### src/rtl/flexbex_ibex_rf_writeback_pkg.sv
// Shared definitions for the register-file writeback slice.
// - ADDR_WIDTH_*/NUM_WORDS_*: register-file geometry for RV32I and RV32E
// - reg_addr_t: 5-bit register address, shared with the register file
// - addr_eq/addr_nz: address compare helpers honouring the RV32E address fold
package flexbex_ibex_rf_writeback_pkg;

  localparam int ADDR_WIDTH_I = 5;
  localparam int ADDR_WIDTH_E = 4;
  localparam int NUM_WORDS_I  = 32;
  localparam int NUM_WORDS_E  = 16;

  typedef logic [4:0] reg_addr_t;

  // RV32E has 16 registers, so bit 4 of an address carries no meaning.
  function automatic logic addr_eq(reg_addr_t x, reg_addr_t y, logic rv32e);
    return rv32e ? (x[3:0] == y[3:0]) : (x == y);
  endfunction

  // Non-zero test; under RV32E address 16 aliases x0.
  function automatic logic addr_nz(reg_addr_t x, logic rv32e);
    return rv32e ? (x[3:0] != 4'd0) : (x != 5'd0);
  endfunction

endpackage

### src/rtl/flexbex_ibex_rf_writeback_if.sv
// Bundle of the EX, LSU, decode-read and register-file-write signals around
// the writeback unit. The slave modport is the writeback unit; the master
// modport is the surrounding core (EX/LSU/decode/register file).
interface flexbex_ibex_rf_writeback_if
  import flexbex_ibex_rf_writeback_pkg::*;
#(
  parameter int DATA_WIDTH = 32
);
  logic                  ex_valid_i;
  reg_addr_t             ex_waddr_i;
  logic [DATA_WIDTH-1:0] ex_wdata_i;
  logic                  ex_ready_o;
  logic                  ld_issue_i;
  reg_addr_t             ld_issue_waddr_i;
  logic                  ld_issue_ready_o;
  logic                  lsu_rvalid_i;
  logic [DATA_WIDTH-1:0] lsu_rdata_i;
  reg_addr_t             raddr_a_i;
  reg_addr_t             raddr_b_i;
  logic [DATA_WIDTH-1:0] rf_rdata_a_i;
  logic [DATA_WIDTH-1:0] rf_rdata_b_i;
  logic [DATA_WIDTH-1:0] rdata_a_o;
  logic [DATA_WIDTH-1:0] rdata_b_o;
  logic                  busy_a_o;
  logic                  busy_b_o;
  reg_addr_t             waddr_a_o;
  logic [DATA_WIDTH-1:0] wdata_a_o;
  logic                  we_a_o;

  modport slave (
    input  ex_valid_i, ex_waddr_i, ex_wdata_i, ld_issue_i, ld_issue_waddr_i,
           lsu_rvalid_i, lsu_rdata_i, raddr_a_i, raddr_b_i, rf_rdata_a_i, rf_rdata_b_i,
    output ex_ready_o, ld_issue_ready_o, rdata_a_o, rdata_b_o, busy_a_o, busy_b_o,
           waddr_a_o, wdata_a_o, we_a_o
  );

  modport master (
    output ex_valid_i, ex_waddr_i, ex_wdata_i, ld_issue_i, ld_issue_waddr_i,
           lsu_rvalid_i, lsu_rdata_i, raddr_a_i, raddr_b_i, rf_rdata_a_i, rf_rdata_b_i,
    input  ex_ready_o, ld_issue_ready_o, rdata_a_o, rdata_b_o, busy_a_o, busy_b_o,
           waddr_a_o, wdata_a_o, we_a_o
  );
endinterface

### src/rtl/flexbex_ibex_rf_load_fifo.sv
// In-order FIFO of outstanding load destination addresses.
// Ports: clk/rst_n; push/push_addr (caller guarantees !full);
// pop (ignored when empty); cmp_ex/cmp_a/cmp_b compare addresses;
// head_addr (oldest entry), full, empty, match[0]=ex, [1]=a, [2]=b.
module flexbex_ibex_rf_load_fifo
  import flexbex_ibex_rf_writeback_pkg::*;
#(
  parameter int MAX_LOADS = 2,
  parameter bit RV32E     = 1'b0
) (
  input  logic      clk,
  input  logic      rst_n,
  input  logic      push,
  input  reg_addr_t push_addr,
  input  logic      pop,
  input  reg_addr_t cmp_ex,
  input  reg_addr_t cmp_a,
  input  reg_addr_t cmp_b,
  output reg_addr_t head_addr,
  output logic      full,
  output logic      empty,
  output logic [2:0] match
);
  localparam int PTR_W = (MAX_LOADS > 1) ? $clog2(MAX_LOADS) : 1;
  localparam int CNT_W = $clog2(MAX_LOADS) + 1;

  reg_addr_t             addr_q [MAX_LOADS];
  logic [MAX_LOADS-1:0]  valid_q;
  logic [PTR_W-1:0]      wr_ptr;
  logic [PTR_W-1:0]      rd_ptr;
  logic [CNT_W-1:0]      count;
  logic                  push_ok;
  logic                  pop_ok;

  assign full      = (count == CNT_W'(MAX_LOADS));
  assign empty     = (count == '0);
  assign push_ok   = push && !full;
  assign pop_ok    = pop && !empty;
  assign head_addr = addr_q[rd_ptr];

  function automatic logic [PTR_W-1:0] ptr_inc(logic [PTR_W-1:0] p);
    return (p == PTR_W'(MAX_LOADS - 1)) ? '0 : p + 1'b1;
  endfunction

  // Entries being popped this cycle are still valid here, so a WAW stall
  // holds through the return cycle.
  always_comb begin
    match = '0;
    for (int i = 0; i < MAX_LOADS; i++) begin
      if (valid_q[i]) begin
        match[0] = match[0] | addr_eq(addr_q[i], cmp_ex, RV32E);
        match[1] = match[1] | addr_eq(addr_q[i], cmp_a, RV32E);
        match[2] = match[2] | addr_eq(addr_q[i], cmp_b, RV32E);
      end
    end
  end

  always_ff @(posedge clk or negedge rst_n) begin
    if (!rst_n) begin
      valid_q <= '0;
      wr_ptr  <= '0;
      rd_ptr  <= '0;
      count   <= '0;
    end else begin
      if (pop_ok) begin
        valid_q[rd_ptr] <= 1'b0;
        rd_ptr          <= ptr_inc(rd_ptr);
      end
      if (push_ok) begin
        valid_q[wr_ptr] <= 1'b1;
        wr_ptr          <= ptr_inc(wr_ptr);
      end
      case ({push_ok, pop_ok})
        2'b10:   count <= count + 1'b1;
        2'b01:   count <= count - 1'b1;
        default: count <= count;
      endcase
    end
  end

  // Address storage carries no reset; valid_q qualifies every use.
  always_ff @(posedge clk) begin
    if (push_ok) addr_q[wr_ptr] <= push_addr;
  end

endmodule

### src/rtl/flexbex_ibex_rf_writeback.sv
// Single write-port arbiter and hazard unit for the flop-based register file.
// Merges EX results and in-order load returns onto one registered write port,
// tracks outstanding load destinations for decode RAW/WAW stalls, and forwards
// the in-flight write onto the two read ports.
// Ports: clk, rst_n (async active-low); bus (slave side of
// flexbex_ibex_rf_writeback_if) carrying EX/LSU/decode/register-file signals.
module flexbex_ibex_rf_writeback
  import flexbex_ibex_rf_writeback_pkg::*;
#(
  parameter int DATA_WIDTH = 32,
  parameter bit RV32E      = 1'b0,
  parameter int MAX_LOADS  = 2
) (
  input  logic                         clk,
  input  logic                         rst_n,
  flexbex_ibex_rf_writeback_if.slave   bus
);
  reg_addr_t             head_addr;
  logic                  fifo_full;
  logic                  fifo_empty;
  logic [2:0]            match;
  logic                  pop;
  logic                  push;
  logic                  ex_ready;
  logic                  ex_fire;

  logic                  we_p1;
  reg_addr_t             waddr_p1;
  logic [DATA_WIDTH-1:0] wdata_p1;

  assign pop      = bus.lsu_rvalid_i && !fifo_empty;
  assign push     = bus.ld_issue_i && !fifo_full;
  // Load returns have absolute priority; a pending load to the same
  // destination blocks EX to keep write order.
  assign ex_ready = !bus.lsu_rvalid_i && !match[0];
  assign ex_fire  = bus.ex_valid_i && ex_ready;

  flexbex_ibex_rf_load_fifo #(
    .MAX_LOADS (MAX_LOADS),
    .RV32E     (RV32E)
  ) u_load_fifo (
    .clk       (clk),
    .rst_n     (rst_n),
    .push      (push),
    .push_addr (bus.ld_issue_waddr_i),
    .pop       (pop),
    .cmp_ex    (bus.ex_waddr_i),
    .cmp_a     (bus.raddr_a_i),
    .cmp_b     (bus.raddr_b_i),
    .head_addr (head_addr),
    .full      (fifo_full),
    .empty     (fifo_empty),
    .match     (match)
  );

  // Stage p1: registered register-file write port
  always_ff @(posedge clk or negedge rst_n) begin
    if (!rst_n) begin
      we_p1    <= 1'b0;
      waddr_p1 <= '0;
      wdata_p1 <= '0;
    end else if (pop) begin
      we_p1    <= addr_nz(head_addr, RV32E);
      waddr_p1 <= head_addr;
      wdata_p1 <= bus.lsu_rdata_i;
    end else if (ex_fire) begin
      we_p1    <= addr_nz(bus.ex_waddr_i, RV32E);
      waddr_p1 <= bus.ex_waddr_i;
      wdata_p1 <= bus.ex_wdata_i;
    end else begin
      we_p1    <= 1'b0;
    end
  end

  assign bus.we_a_o           = we_p1;
  assign bus.waddr_a_o        = waddr_p1;
  assign bus.wdata_a_o        = wdata_p1;
  assign bus.ex_ready_o       = ex_ready;
  assign bus.ld_issue_ready_o = !fifo_full;

  assign bus.busy_a_o = addr_nz(bus.raddr_a_i, RV32E) && match[1];
  assign bus.busy_b_o = addr_nz(bus.raddr_b_i, RV32E) && match[2];

  // The register file commits at the end of the we_p1 cycle, so the value
  // it returns this cycle is stale; bypass it.
  assign bus.rdata_a_o = (we_p1 && addr_nz(bus.raddr_a_i, RV32E) &&
                          addr_eq(waddr_p1, bus.raddr_a_i, RV32E)) ? wdata_p1 : bus.rf_rdata_a_i;
  assign bus.rdata_b_o = (we_p1 && addr_nz(bus.raddr_b_i, RV32E) &&
                          addr_eq(waddr_p1, bus.raddr_b_i, RV32E)) ? wdata_p1 : bus.rf_rdata_b_i;

endmodule

### src/flat_wrapper.sv
// flat-port wrapper written by rule: the top's interface ports become plain ports
module flexbex_ibex_rf_writeback_flat import flexbex_ibex_rf_writeback_pkg::*;
#(
  parameter int DATA_WIDTH = 32,
  parameter bit RV32E      = 1'b0,
  parameter int MAX_LOADS  = 2
)
  (clk, rst_n, bus_ex_valid_i, bus_ex_waddr_i, bus_ex_wdata_i, bus_ld_issue_i, bus_ld_issue_waddr_i, bus_lsu_rvalid_i, bus_lsu_rdata_i, bus_raddr_a_i, bus_raddr_b_i, bus_rf_rdata_a_i, bus_rf_rdata_b_i, bus_ex_ready_o, bus_ld_issue_ready_o, bus_rdata_a_o, bus_rdata_b_o, bus_busy_a_o, bus_busy_b_o, bus_waddr_a_o, bus_wdata_a_o, bus_we_a_o);
  flexbex_ibex_rf_writeback_if #(.DATA_WIDTH(DATA_WIDTH)) bus_i ();
  input  logic clk;
  input  logic rst_n;
  input wire logic [$bits(bus_i.ex_valid_i)-1:0] bus_ex_valid_i;
  input wire logic [$bits(bus_i.ex_waddr_i)-1:0] bus_ex_waddr_i;
  input wire logic [$bits(bus_i.ex_wdata_i)-1:0] bus_ex_wdata_i;
  input wire logic [$bits(bus_i.ld_issue_i)-1:0] bus_ld_issue_i;
  input wire logic [$bits(bus_i.ld_issue_waddr_i)-1:0] bus_ld_issue_waddr_i;
  input wire logic [$bits(bus_i.lsu_rvalid_i)-1:0] bus_lsu_rvalid_i;
  input wire logic [$bits(bus_i.lsu_rdata_i)-1:0] bus_lsu_rdata_i;
  input wire logic [$bits(bus_i.raddr_a_i)-1:0] bus_raddr_a_i;
  input wire logic [$bits(bus_i.raddr_b_i)-1:0] bus_raddr_b_i;
  input wire logic [$bits(bus_i.rf_rdata_a_i)-1:0] bus_rf_rdata_a_i;
  input wire logic [$bits(bus_i.rf_rdata_b_i)-1:0] bus_rf_rdata_b_i;
  output wire logic [$bits(bus_i.ex_ready_o)-1:0] bus_ex_ready_o;
  output wire logic [$bits(bus_i.ld_issue_ready_o)-1:0] bus_ld_issue_ready_o;
  output wire logic [$bits(bus_i.rdata_a_o)-1:0] bus_rdata_a_o;
  output wire logic [$bits(bus_i.rdata_b_o)-1:0] bus_rdata_b_o;
  output wire logic [$bits(bus_i.busy_a_o)-1:0] bus_busy_a_o;
  output wire logic [$bits(bus_i.busy_b_o)-1:0] bus_busy_b_o;
  output wire logic [$bits(bus_i.waddr_a_o)-1:0] bus_waddr_a_o;
  output wire logic [$bits(bus_i.wdata_a_o)-1:0] bus_wdata_a_o;
  output wire logic [$bits(bus_i.we_a_o)-1:0] bus_we_a_o;
  assign bus_i.ex_valid_i = bus_ex_valid_i;
  assign bus_i.ex_waddr_i = bus_ex_waddr_i;
  assign bus_i.ex_wdata_i = bus_ex_wdata_i;
  assign bus_i.ld_issue_i = bus_ld_issue_i;
  assign bus_i.ld_issue_waddr_i = bus_ld_issue_waddr_i;
  assign bus_i.lsu_rvalid_i = bus_lsu_rvalid_i;
  assign bus_i.lsu_rdata_i = bus_lsu_rdata_i;
  assign bus_i.raddr_a_i = bus_raddr_a_i;
  assign bus_i.raddr_b_i = bus_raddr_b_i;
  assign bus_i.rf_rdata_a_i = bus_rf_rdata_a_i;
  assign bus_i.rf_rdata_b_i = bus_rf_rdata_b_i;
  assign bus_ex_ready_o = bus_i.ex_ready_o;
  assign bus_ld_issue_ready_o = bus_i.ld_issue_ready_o;
  assign bus_rdata_a_o = bus_i.rdata_a_o;
  assign bus_rdata_b_o = bus_i.rdata_b_o;
  assign bus_busy_a_o = bus_i.busy_a_o;
  assign bus_busy_b_o = bus_i.busy_b_o;
  assign bus_waddr_a_o = bus_i.waddr_a_o;
  assign bus_wdata_a_o = bus_i.wdata_a_o;
  assign bus_we_a_o = bus_i.we_a_o;
  flexbex_ibex_rf_writeback #(.DATA_WIDTH(DATA_WIDTH), .RV32E(RV32E), .MAX_LOADS(MAX_LOADS)) u_core (.clk(clk), .rst_n(rst_n), .bus(bus_i));
endmodule
### config.mk
export PLATFORM = sky130hd
export DESIGN_NAME = flexbex_ibex_rf_writeback_flat
export DESIGN_NICKNAME = d
export VERILOG_FILES = /design/src/rtl/flexbex_ibex_rf_writeback_pkg.sv /design/src/rtl/flexbex_ibex_rf_writeback_if.sv /design/src/rtl/flexbex_ibex_rf_load_fifo.sv /design/src/rtl/flexbex_ibex_rf_writeback.sv /design/src/flat_wrapper.sv
export SDC_FILE = /design/constraint.sdc
export NUM_CORES = 1
export LEC_CHECK = 0
export BUFFER_PORTS_ARGS = -buffer_cell sky130_fd_sc_hd__clkbuf_2
export CORE_ASPECT_RATIO = 1.1
export CORE_MARGIN = 2
export CORE_UTILIZATION = 25
export DETAILED_ROUTE_END_ITERATION = 7
export GPL_ROUTABILITY_DRIVEN = 0
export PLACE_DENSITY = 0.52
export SLEW_MARGIN = 5
export SYNTH_ARGS = -nofsm -noshare
export SYNTH_HDL_FRONTEND = slang
export SYNTH_HIERARCHICAL = 1
export SYNTH_SLANG_ARGS = --single-unit
### constraint.sdc
create_clock -name clk -period 2.97 [get_ports clk]
set_input_delay 0.594 -clock clk [delete_from_list [all_inputs] [get_ports clk]]
set_output_delay 0.594 -clock clk [all_outputs]
set_load 0.02 [all_outputs]
Word level (Yosys, flattened, before mapping)
Memory sizes are Yosys's and may differ from the RTL's.
Index checks and enable logic that the tools add are counted.
- register bits: 44
- bits in latches: 0
- bits in writable memories: 10
- ROM bits: 0
- input port bits: 153
- memories: 1
- memory list (memory ; depth ; bits a word ; rd ports ; clocked after memory_dff ; wr ports ; RTL line ; RTL):
    u_core.u_load_fifo.addr_q ; 2 ; 5 ; 3 ; 0 ; 1 ; flexbex_ibex_rf_load_fifo.sv:27 ; reg_addr_t addr_q [MAX_LOADS];
- $add $sub $neg: 4
- $mul: 0
- divide/modulo/power cells: 0
- magnitude comparators: 4
- equal/unequal tests: 11
- shift operators: 0
- muxes and demuxes: 21
- bitwise operators: 6
- reduce and logical (&&, ||, !) cells: 25
- operator list (cell ; number):
    32-bit two-way mux ; 4
    5-bit == test ; 8
    5-bit nonzero test ; 4
    1-bit logical AND ; 14
    5-bit two-way mux ; 2
    1-bit two-way mux ; 8
    3-bit two-way mux ; 2
    2-bit == test (second input constant) ; 2
    1-bit logical NOT ; 4
    1-bit by 2-bit less-than comparator with 1-bit output (second input constant) ; 2
    2-bit two-way mux ; 2
    2-bit one-hot mux with 2 select lines ; 1
    2-bit nonzero test ; 2
    1-bit bitwise OR ; 3
    1-bit adder (second input constant) ; 2
    2-bit by 1-bit adder with 2-bit output (second input constant) ; 1
    2-bit AND ; 1
    1-bit demux with 1-bit select ; 2
    2-bit by 1-bit == test with 1-bit output (second input constant) ; 1
    1-bit >= comparator (second input constant) ; 2
    2-bit logical NOT ; 1
    2-bit inverter ; 1
    2-bit bitwise OR ; 1
    2-bit by 1-bit subtractor with 2-bit output (second input constant) ; 1

Depth between registers and ports, before layout
Gate-level depths: netlist of run 1.
- depth in word-level cells: 9
- depth in mapped cells: 11
- gate-level depth less buffers: 8

By module
The synthesis of run 1 kept the hierarchy.
- modules (own cells, without submodules) (module ; instances ; cells an instance ; area an instance (µm²) ; sequential area each (µm²)):
    flexbex_ibex_rf_writeback ; 1 ; 264 ; 3025.4 ; 950.9
    flexbex_ibex_rf_load_fifo ; 1 ; 87 ; 974.7 ; 450.4

Worst setup path before layout of run 1
OpenSTA, ideal clock, no wires.
- kind: in2out
- start point: input bus_raddr_b_i[1]
- end point: output bus_rdata_b_o[10]
- arrival: 1.804 ns
- path slack: 0.572 ns
- stages on the path: 5
- cells stage by stage: or4_4 -> nor2_4 -> nor3_4 -> buf_12 -> mux2_4
- cells in the longest elaborated chain, start to end: 4
- elaborated cells on any way between the ends: 5
- those cells by class: 1 x eq/ne; 1 x mux; 3 x reduce/logical
- RTL lines (what ; RTL line ; RTL):
    start: declaration ; flat_wrapper.sv:20 ; input wire logic [$bits(bus_i.raddr_b_i)-1:0] bus_raddr_b_i;
    5-bit nonzero test ; flexbex_ibex_rf_writeback_pkg.sv:21 ; return rv32e ? (x[3:0] != 4'd0) : (x != 5'd0);
    1-bit logical AND ; flexbex_ibex_rf_writeback.sv:88 ; assign bus.rdata_b_o = (we_p1 && addr_nz(bus.raddr_b_i, RV32E) &&
    1-bit logical AND * ; flexbex_ibex_rf_writeback.sv:88 ;
    32-bit two-way mux * ; flexbex_ibex_rf_writeback.sv:89 ; addr_eq(waddr_p1, bus.raddr_b_i, RV32E)) ? wdata_p1 : bus.rf_rdata_b_i;
    end: declaration ; flat_wrapper.sv:26 ; output wire logic [$bits(bus_i.rdata_b_o)-1:0] bus_rdata_b_o;
Every way passes the cells marked *; elsewhere a longest branch is shown, timed or not.

Worst setup path in the final report of run 1
- start point: register u_core.waddr_p1[0], in the netlist u_core/bus.waddr_a_o[0]
- end point: output bus_rdata_a_o[2]
- cells in the longest elaborated chain, start to end: 3
- RTL lines (what ; RTL line ; RTL):
    start: declaration ; flexbex_ibex_rf_writeback.sv:28 ; reg_addr_t waddr_p1;
    start signal: assignment ; flexbex_ibex_rf_writeback.sv:64 ; waddr_p1 <= head_addr;
    start signal: assignment ; flexbex_ibex_rf_writeback.sv:68 ; waddr_p1 <= bus.ex_waddr_i;
    5-bit == test ; flexbex_ibex_rf_writeback_pkg.sv:16 ; return rv32e ? (x[3:0] == y[3:0]) : (x == y);
    1-bit logical AND ; flexbex_ibex_rf_writeback.sv:86 ; assign bus.rdata_a_o = (we_p1 && addr_nz(bus.raddr_a_i, RV32E) &&
    32-bit two-way mux ; flexbex_ibex_rf_writeback.sv:87 ; addr_eq(waddr_p1, bus.raddr_a_i, RV32E)) ? wdata_p1 : bus.rf_rdata_a_i;
    end: declaration ; flat_wrapper.sv:25 ; output wire logic [$bits(bus_i.rdata_a_o)-1:0] bus_rdata_a_o;
Every way passes these cells.

==> results of run 1 <==
-- timing repair --
action / 4_1_cts / 5_1_grt
gates cloned: 0 / 2
buffers inserted: 2 / 3
pin swaps: 1 / 2
endpoints found under the setup margin: 25 / 2
hold buffers: 0 / 0
-- where the power goes --
group | switching (mW) | leakage, nW | internal [mW]
sequential | 0.383 | 0.623 | 1.07
clock | 0.294 | 0.0748 | 0.321
combinational | 1.20 | 2.19 | 0.973
-- sequential cells by signal, indices dropped and copies added (netlist names) --
register and cells:
u_core/u_load_fifo/wr_ptr 1, u_core/bus.wdata_a_o 32, u_core/bus.waddr_a_o 5, u_core/bus.we_a_o 1
u_core/u_load_fifo/rd_ptr 1, u_core/u_load_fifo/addr_q 10, u_core/u_load_fifo/count 2, u_core/u_load_fifo/valid_q 2
-- layout make-up --
type                    count  area [sq um]
fillers                  1577          9860
well taps                 200           250
multi-input cells         273          2420
clock inverters             3          26.3
repair buffers            283          1580
flip-flops and latches     54          1400
clock buffers               5           125
inverters                   4          15.0
-- path summary, 6_finish.rpt --
check                                                      from                         endpoint  depth (start not counted)
worst max-delay path                    u_core/bus.waddr_a_o[0]                 bus_rdata_a_o[2]                          8
worst min-delay path                                      rst_n      u_core/u_load_fifo/count[1]                          1
worst max register to register  u_core/u_load_fifo/addr_q[1][0]         u_core/bus.wdata_a_o[10]                          7
worst min register to register      u_core/u_load_fifo/count[1]      u_core/u_load_fifo/count[1]                          1
max in group asynchronous                                 rst_n         u_core/bus.wdata_a_o[26]                          2
min in group clk                        bus_ld_issue_waddr_i[1]  u_core/u_load_fifo/addr_q[1][1]                          1
-- kinds of logic (layout without fill, tap and decap cells) --
group           Yosys count  count (layout)  share of synthesized area (%)
mux                     106             106                           34.3
simple gates             74              74                           9.54
flops                    54              54                           35.0
compound gates           47              47                           6.04
xor+xnor                 45              45                           9.85
buf+inv                  24             295                           4.91
fa+ha+maj                 1               1                          0.313
-- worst max-delay path: cells and delay by family (launching register included) --
| family | cells | cell delay, ns |
|---|---|---|
| flip-flops | 1 | 0.42 |
| multiplexers | 1 | 0.31 |
| XOR/XNOR | 1 | 0.17 |
| AND/OR/NAND/NOR | 2 | 0.42 |
| buffers and inverters | 4 | 0.67 |
-- synth_stat cells, drive strengths merged (2+ instances only) --
library cell / instances / share of area, %
dfrtp: 44 / 28
clkbuf: 9 / 0.84
nor2: 6 / 0.94
or4: 4 / 0.94
nor2b: 2 / 0.31
inv: 4 / 0.38
o22ai: 3 / 0.47
mux2: 69 / 25
buf: 11 / 3.7
nand2b: 2 / 0.31
xnor2: 44 / 9.6
mux2i: 37 / 9.3
and2b: 2 / 0.41
nand2: 47 / 4.4
nor3: 2 / 0.81
o21ai: 42 / 5.3
nand4: 8 / 1.3
edfxtp: 10 / 7.5
-- per-stage QoR --
step	util (%)	instance area, sq um	TNS, ns	setup WS (ns)	hold WS (ns)
floorplan	-	4000	0	0.572	0.298
global placement	35.4	5550	-2.28	-0.162	0.505
detailed placement	35.4	5550	-2.86	-0.191	0.519
CTS	36.6	5730	0	0.0761	0.458
global route	37.1	5820	0	0.00214	0.460
finish	37.1	5820	0	0.0725	0.430
-- per-layer routing --
metal  track usage (%)  wire length [um]  vias up
met3              3.17               784       12
met5                 0                 0        -
met4              4.49               189        0
li1                  -                 -     1775
met1              15.7              5090     1685
met2              25.9              6680      149
==> qor.txt, run 1 <==
vias in the first global route - 3517
antenna-violating nets left - 0
Pwr Total - 4.24 mW
Core Region - 0.0157 sq mm
max incr delay on CP - 0.42 ns
kind of critical path - flip-flop to output port
initial antenna violation count - 0
WP data arrival - 2.30 ns
slowest stage cell, crit path - dfrtp_1
nets@finish - 775
number of synthesized flops with an enable pin - 10
relative slew slack - 36.4%
leading cell type in the layout, fill and taps excluded - clkbuf_2
Req. time, crit path - 2.38 ns
fin crit share - 97.6%
Setup Skew - 0.0106 ns
Syn-to-layout area delta - 45.4%
GRT Residual Overflow - 0
commonest cells after routing, fill and taps aside - clkbuf_2 (258), mux2_4 (60), nand2_1 (47), xnor2_1 (44), dfrtp_1 (44)
crit path time final - 2.90 ns
syn avg cell area - 11.4 sq um
cts repair resizes - 0
Post-Syn Area - 0.00400 sq mm
hpwl dp - 9990 um
RSZ-0062 raised after global routing - false
worst skew pair latency - 0.31 ns
Slew Limit Fails - 0
total die area - 0.0170 sq mm
Initial Util - 25.5%
Worst Path Max Fanout - 16
routed vias/inst - 4.41
Die X - 125 um
Antenna diodes - 0
VDD IR-drop max - 0.421 mV
post-route DRC violation count - 0
Worst setup SP type - flip-flop
PortBufs - 258
clock sink count - 54
synthesized instance count - 351
Iteration-0 DRC Markers - 102
FF+latch count, synth - 54
DRT Wirelength - 12700 um
clock tree buffer depth - 2
nature of the critical path endpoint - output port
die height - 137 um
worst slew pin tran - 0.954 ns
P_leak - 2.89 nW
hold crit path type - input port to asynchronous set/reset pin
outcome - completed
global-route wire length before repair - 18900 um
reg2reg setup slack - 1.10 ns
Seq/Total Area, Yosys - 35.0%
final std cells w/o fill - 822
GRT Total Usage - 13.9%
cts bufs inserted - 5
Final Hold Viols - 0
fmax - 345 MHz
CTS tree - built
CTS clk-pin slew, worst paths - 0.08 ns
num rows - 48
pin count of the biggest net entering global routing - 75
Top FF cell, synth - dfrtp_1
via count - 3621
synth warn - 6
H-tree depth - 2
FFs w/ async S/R, synth - 81.5%
syn_nets - 505
CP Cell Sequence - buf_4, xnor2_1, nand4_1, nor3_4, buf_12, clkbuf_16, mux2_4, clkbuf_2
max-cap violations - 0
root buf cell - clkbuf_16
layout cells sized above 1 - 59.3%
total iterations of the first detailed-routing run - 4
WL per Instance - 15.5 um
IO Pins - 259
final setup fails - 0
Unique masters post-synth - 30
Cells after DPL - 807
power per cell area - 730 mW/mm^2
No activity file was read; power rests on OpenSTA's default activity.
==> inputs of run 2 (changes only) <==
==> constraint.sdc (replaced) <==
create_clock -name clk -period 2.97 [get_ports clk]
set_input_delay 0.594 -clock clk [delete_from_list [all_inputs] [get_ports clk]]
set_output_delay 0.594 -clock clk [all_outputs]
set_load 0.05 [all_outputs]
==> run 2 against run 1 <==
Effect of this change: utilization fell by 1.1 points; global-route usage fell by 0.19 points; sequential power barely moved; critical path depth fell by 1; routed wire length fell by 5.1%; maximum frequency rose by 1.6%; worst hold slack got worse by 0.0073 ns; cell area fell by 3.0%; count of clock-buffer cells in the layout did not move; combinational power rose by 28%; clock skew rose by 0.00073 ns; die area did not move; largest power group unchanged; highest routed layer unchanged.
==> qor.txt, run 2 (synthesis results as in run 1) <==
Antenna diodes - 0 (unchanged)
die height - 137 um (unchanged)
Worst Path Max Fanout - 22 (+6)
PortBufs - 258 (unchanged)
Post-DP Area - 0.00549 sq mm (-1.1%)
clock sink count - 54 (unchanged)
P_leak - 2.79 nW (-3.4%)
Min Hold Slack - 0.422 ns (-0.00735 ns)
fmax - 351 MHz (+1.6%)
vias in the first global route - 3570 (+1.5%)
Worst setup SP type - input port
GRT Total Usage - 13.7% (-0.19 points)
Initial Util - 25.5% (unchanged)
WP data arrival - 2.26 ns (-0.04 ns)
max FFs per register - 32 (unchanged)
final core utilization - 36.0% (-1.1 points)
Final Hold Viols - 0 (unchanged)
post-route DRC violation count - 0 (unchanged)
routed vias/inst - 4.34 (-1.6%)
Hold-fix buffers, CTS - 0 (unchanged)
cts bufs inserted - 5 (unchanged)
CTS clk-pin slew, worst paths - 0.07 ns (about the same)
Iteration-0 DRC Markers - 112 (+9.8%)
Cells after DPL - 797 (-1.2%)
Die X - 125 um (unchanged)
final std cells w/o fill - 805 (-2.1%)
max-cap violations - 0 (unchanged)
crit path time final - 2.85 ns (-0.0452 ns)
VDD IR-drop max - 0.424 mV (+0.53%)
Slew Limit Fails - 0 (unchanged)
fin crit share - 96.0% (-1.5 points)
GRT Residual Overflow - 0 (unchanged)
Post CTS Setup Buffer Count - 0 (-2)
relative slew slack - 38.1% (+1.8 points)
nets@finish - 758 (-2.2%)
leading cell type in the layout, fill and taps excluded - clkbuf_2
worst skew pair latency - 0.31 ns (about the same)
via count - 3490 (-3.6%)
final setup fails - 0 (unchanged)
num rows - 48 (unchanged)
total iterations of the first detailed-routing run - 4 (unchanged)
CTS tree - built
layout cells sized above 1 - 58.2% (-1.1 points)
global-route wire length before repair - 18600 um (-1.5%)
total die area - 0.0170 sq mm (unchanged)
Pwr Total - 4.88 mW (+15%)
worst slew pin tran - 0.928 ns (-0.0263 ns)
pre-CTS setup slack - 0.124 ns (+0.315 ns)
hpwl dp - 9930 um (-0.63%)
power per cell area - 866 mW/mm^2 (+19%)
Setup Skew - 0.0114 ns (+0.000727 ns)
cts repair resizes - 0 (unchanged)
nature of the critical path endpoint - output port
outcome - completed
commonest cells after routing, fill and taps aside - clkbuf_2 (258), mux2_4 (60), nand2_1 (47), xnor2_1 (44), dfrtp_1 (44)
pin count of the biggest net entering global routing - 75 (unchanged)
antenna-violating nets left - 0 (unchanged)
Core Region - 0.0157 sq mm (unchanged)
kind of critical path - input port to output port
clock tree buffer depth - 2 (unchanged)
H-tree depth - 2 (unchanged)
hold crit path type - input port to asynchronous set/reset pin
Syn-to-layout area delta - 41.0%
WL per Instance - 15.0 um (-3.1%)
initial antenna violation count - 0 (unchanged)
root buf cell - clkbuf_16
final setup TNS - 0 ns (unchanged)
DRT Wirelength - 12100 um (-5.1%)
Req. time, crit path - 2.38 ns (about the same)
RSZ-0062 raised after global routing - false
final worst slack - 0.118 ns (+0.0452 ns)
fin area - 0.00564 sq mm (-3.0%)
IO Pins - 259 (unchanged)
run 2: report_power, final:
part,switching [mW],internal [mW]
logic,1.91,0.887
registers,0.405,1.07
clock network,0.295,0.321
total,2.61,2.28
run 2: worst paths after layout:
path / start / to / slack, ns / cells past startpoint
max reg2reg: u_core/u_load_fifo/addr_q[1][0] / u_core/bus.wdata_a_o[16] / 1.05 / 7
max: bus_raddr_b_i[1] / bus_rdata_b_o[18] / 0.12 / 7
min in group clk: bus_ld_issue_waddr_i[2] / u_core/u_load_fifo/addr_q[0][2] / 0.47 / 1
min: rst_n / u_core/bus.wdata_a_o[10] / 0.42 / 1
min reg2reg: u_core/u_load_fifo/wr_ptr / u_core/u_load_fifo/valid_q[0] / 0.52 / 1
max in group asynchronous: rst_n / u_core/bus.wdata_a_o[30] / 1.92 / 2
run 2: cell type report:
type / count / area, sq um
tap: 200 / 250
inverter: 4 / 15.0
multi-input combinational: 273 / 2420
fill: 1574 / 10000
clock buffer: 5 / 125
clock inverter: 3 / 26.3
sequential: 54 / 1400
timing repair buffer: 266 / 1400
run 2: worst max-delay path, stage by stage:
cell and delay (ns):
clkbuf_2 0.13, or4_4 0.56, nor2_4 0.15, nor3_4 0.08
buf_12 0.17, mux2_4 0.32, clkbuf_2 0.24
run 2: metal layers:
| metal | routed length (um) | part of all wire (%) | up-vias | global-route usage [%] |
|---|---|---|---|---|
| met5 | 0 | 0 | - | 0 |
| li1 | - | - | 1742 | - |
| met4 | 272 | 2.2 | 0 | 5.31 |
| met3 | 716 | 5.9 | 15 | 3.17 |
| met2 | 6400 | 53 | 133 | 26.2 |
| met1 | 4700 | 39 | 1600 | 14.6 |
==> inputs of run 3 (changes only) <==
GPL_TIMING_DRIVEN = 0   (was not set)
SETUP_SLACK_MARGIN = 0.4   (was not set)
==> run 3 against run 2 <==
Effect of this change: total power up 9.1%; utilization increased by 7.5 points; sequential cell count is the same; register-to-register slack got worse by 0.37 ns; die area stayed put; routed wire length rose by 18%; via count is 8.5% higher; highest routed layer unchanged; largest cell class is now non-clock buffers.
==> qor.txt, run 3 (synthesis results as in run 1) <==
outcome - completed
CTS tree - built
root buf cell - clkbuf_16
hpwl dp - 10900 um (+9.6%)
final std cells w/o fill - 838 (+4.1%)
reg2reg end - u_core/u_load_fifo/count[1]
Hold-fix buffers, CTS - 0 (unchanged)
nature of the critical path endpoint - output port
kind of critical path - input port to output port
nets@finish - 791 (+4.4%)
Pwr Total - 5.33 mW (+9.1%)
GRT Total Usage - 15.8% (+2.1 points)
M2 GR Usage - 29.8% (+3.6 points)
leading cell type in the layout, fill and taps excluded - clkbuf_2
Critical Path Start - bus_raddr_b_i[3]
RSZ-0062 raised after global routing - true
DRT Wirelength - 14200 um (+18%)
H-tree depth - 2 (unchanged)
worst skew pair latency - 0.30 ns (about the same)
P_leak - 3.27 nW (+17%)
CTS clk-pin slew, worst paths - 0.07 ns (about the same)
hold crit path type - input port to flip-flop
VDD IR-drop max - 0.328 mV (-22%)
min-delay src - bus_ld_issue_waddr_i[2]
Core Region - 0.0157 sq mm (unchanged)
met1 Usage GRT - 17.9% (+3.2 points)
layer with the highest usage - met2
Slew Limit Fails - 0 (unchanged)
IO Pins - 259 (unchanged)
num rows - 48 (unchanged)
max-cap violations - 0 (unchanged)
Syn-to-layout area delta - 70.3%
Die X - 125 um (unchanged)
max FFs per register - 32 (unchanged)
PortBufs - 258 (unchanged)
via count - 3788 (+8.5%)
fin crit share - 96.5% (+0.42 points)
die height - 137 um (unchanged)
crit path time final - 2.86 ns (+0.0125 ns)
Initial Util - 25.5% (unchanged)
R2R depth - 10 (+3)
WP data arrival - 2.27 ns (about the same)
reg2reg setup slack - 0.68 ns (-0.37 ns)
Worst setup SP type - input port
antenna-violating nets left - 0 (unchanged)
GRT Residual Overflow - 0 (unchanged)
clock sink count - 54 (unchanged)
Final Hold Viols - 0 (unchanged)
vias in the first global route - 3928 (+10%)
Min Hold Slack - 0.482 ns (+0.0592 ns)
post-route DRC violation count - 0 (unchanged)
R2R Path Start - u_core/u_load_fifo/count[0]
WL per Instance - 17.0 um (+13%)
worst slew pin tran - 1.11 ns (+0.181 ns)
Req. time, crit path - 2.38 ns (about the same)
relative slew slack - 26.1% (-12 points)
global-route wire length before repair - 21200 um (+14%)
Cells after DPL - 809 (+1.5%)
fmax - 349 MHz (-0.44%)
layout cells sized above 1 - 61.1% (+2.9 points)
Setup Skew - 0.00624 ns (-0.00513 ns)
cts bufs inserted - 5 (unchanged)
routed vias/inst - 4.52 (+4.3%)
total iterations of the first detailed-routing run - 4 (unchanged)
Worst Path Max Fanout - 8 (-64%)
final setup fails - 0 (unchanged)
clock tree buffer depth - 2 (unchanged)
initial antenna violation count - 0 (unchanged)
met3 usage - 3.40% (+0.23 points)
Hold Path Stages - 1
total die area - 0.0170 sq mm (unchanged)
worst hold endpoint - u_core/u_load_fifo/addr_q[0][2]
Iteration-0 DRC Markers - 100 (-11%)
pin count of the biggest net entering global routing - 45 (-40%)
commonest cells after routing, fill and taps aside - clkbuf_2 (193), mux2_4 (62), buf_8 (57), nand2_1 (47)
power per cell area - 782 mW/mm^2 (-9.7%)
Antenna diodes - 0 (unchanged)
run 3: changes by cell type in the layout (fill, tap and decap cells not counted), sizes merged:
| cell | delta |
|---|---|
| inv | -1 |
| buf | +84 |
| clkinvlp | +1 |
| clkbuf | -51 |
run 3: where the power goes:
group,total [mW],switching [mW],internal (mW)
Clock,0.602,0.284,0.318
Sequential,1.46,0.390,1.07
Combinational,3.26,2.04,1.22
Total,5.33,2.72,2.61
run 3: what timing repair did:
item,4_1_cts,5_1_grt
setup buffers,6,11
endpoints found under the setup margin,85,88
cloned,3,1
gates resized for setup,155,83
pin swaps,4,8
endpoints found under the hold margin,0,0
run 3: cell type report:
cell class / instances / area [sq um]
multi-input cells: 273 / 2450
inverters: 4 / 15.0
repair buffers: 279 / 2350
well taps: 200 / 250
plain buffers: 20 / 190
clock buffers: 5 / 125
flip-flops and latches: 54 / 1410
fillers: 1450 / 8860
clock inverters: 3 / 25.0
run 3: how the worst max path moves through the flow:
stage	to	slack, ns	cells after the start
4_1_cts	bus_rdata_b_o[18]	0.1	8
6_report	bus_rdata_b_o[18]	0.11	8
2_1_floorplan	bus_rdata_b_o[10]	0.45	5
5_1_grt	bus_rdata_b_o[18]	0.08	8
3_3_place_gp	bus_rdata_b_o[18]	-0.05	7
3_5_place_dp	bus_rdata_a_o[2]	-0.04	7
run 3: per-layer routing:
metal	share of wire, %	vias to the layer above
met5	0	-
met4	1.7	0
met3	5.5	18
met2	54	141
met1	39	1819
li1	-	1810
run 3: stage by stage:
step / instance area, sq um / worst slack, ns / utilization, % / TNS [ns]
after CTS: 6570 / 0.0973 / 41.9 / 0
after global placement: 5540 / -0.0462 / 35.4 / -1.75
final: 6810 / 0.105 / 43.5 / 0
after global routing: 6810 / 0.0848 / 43.5 / 0
after floorplan: 4000 / 0.448 / - / 0
after detailed placement: 5540 / -0.0411 / 35.4 / -1.70
run 3: worst max-delay path, stage by stage:
cell and delay, ns:
clkbuf_16 0.12, or4_4 0.53, nor2_4 0.16, nor3_4 0.07, buf_12 0.16, buf_12 0.15, mux2_4 0.31, clkbuf_16 0.17
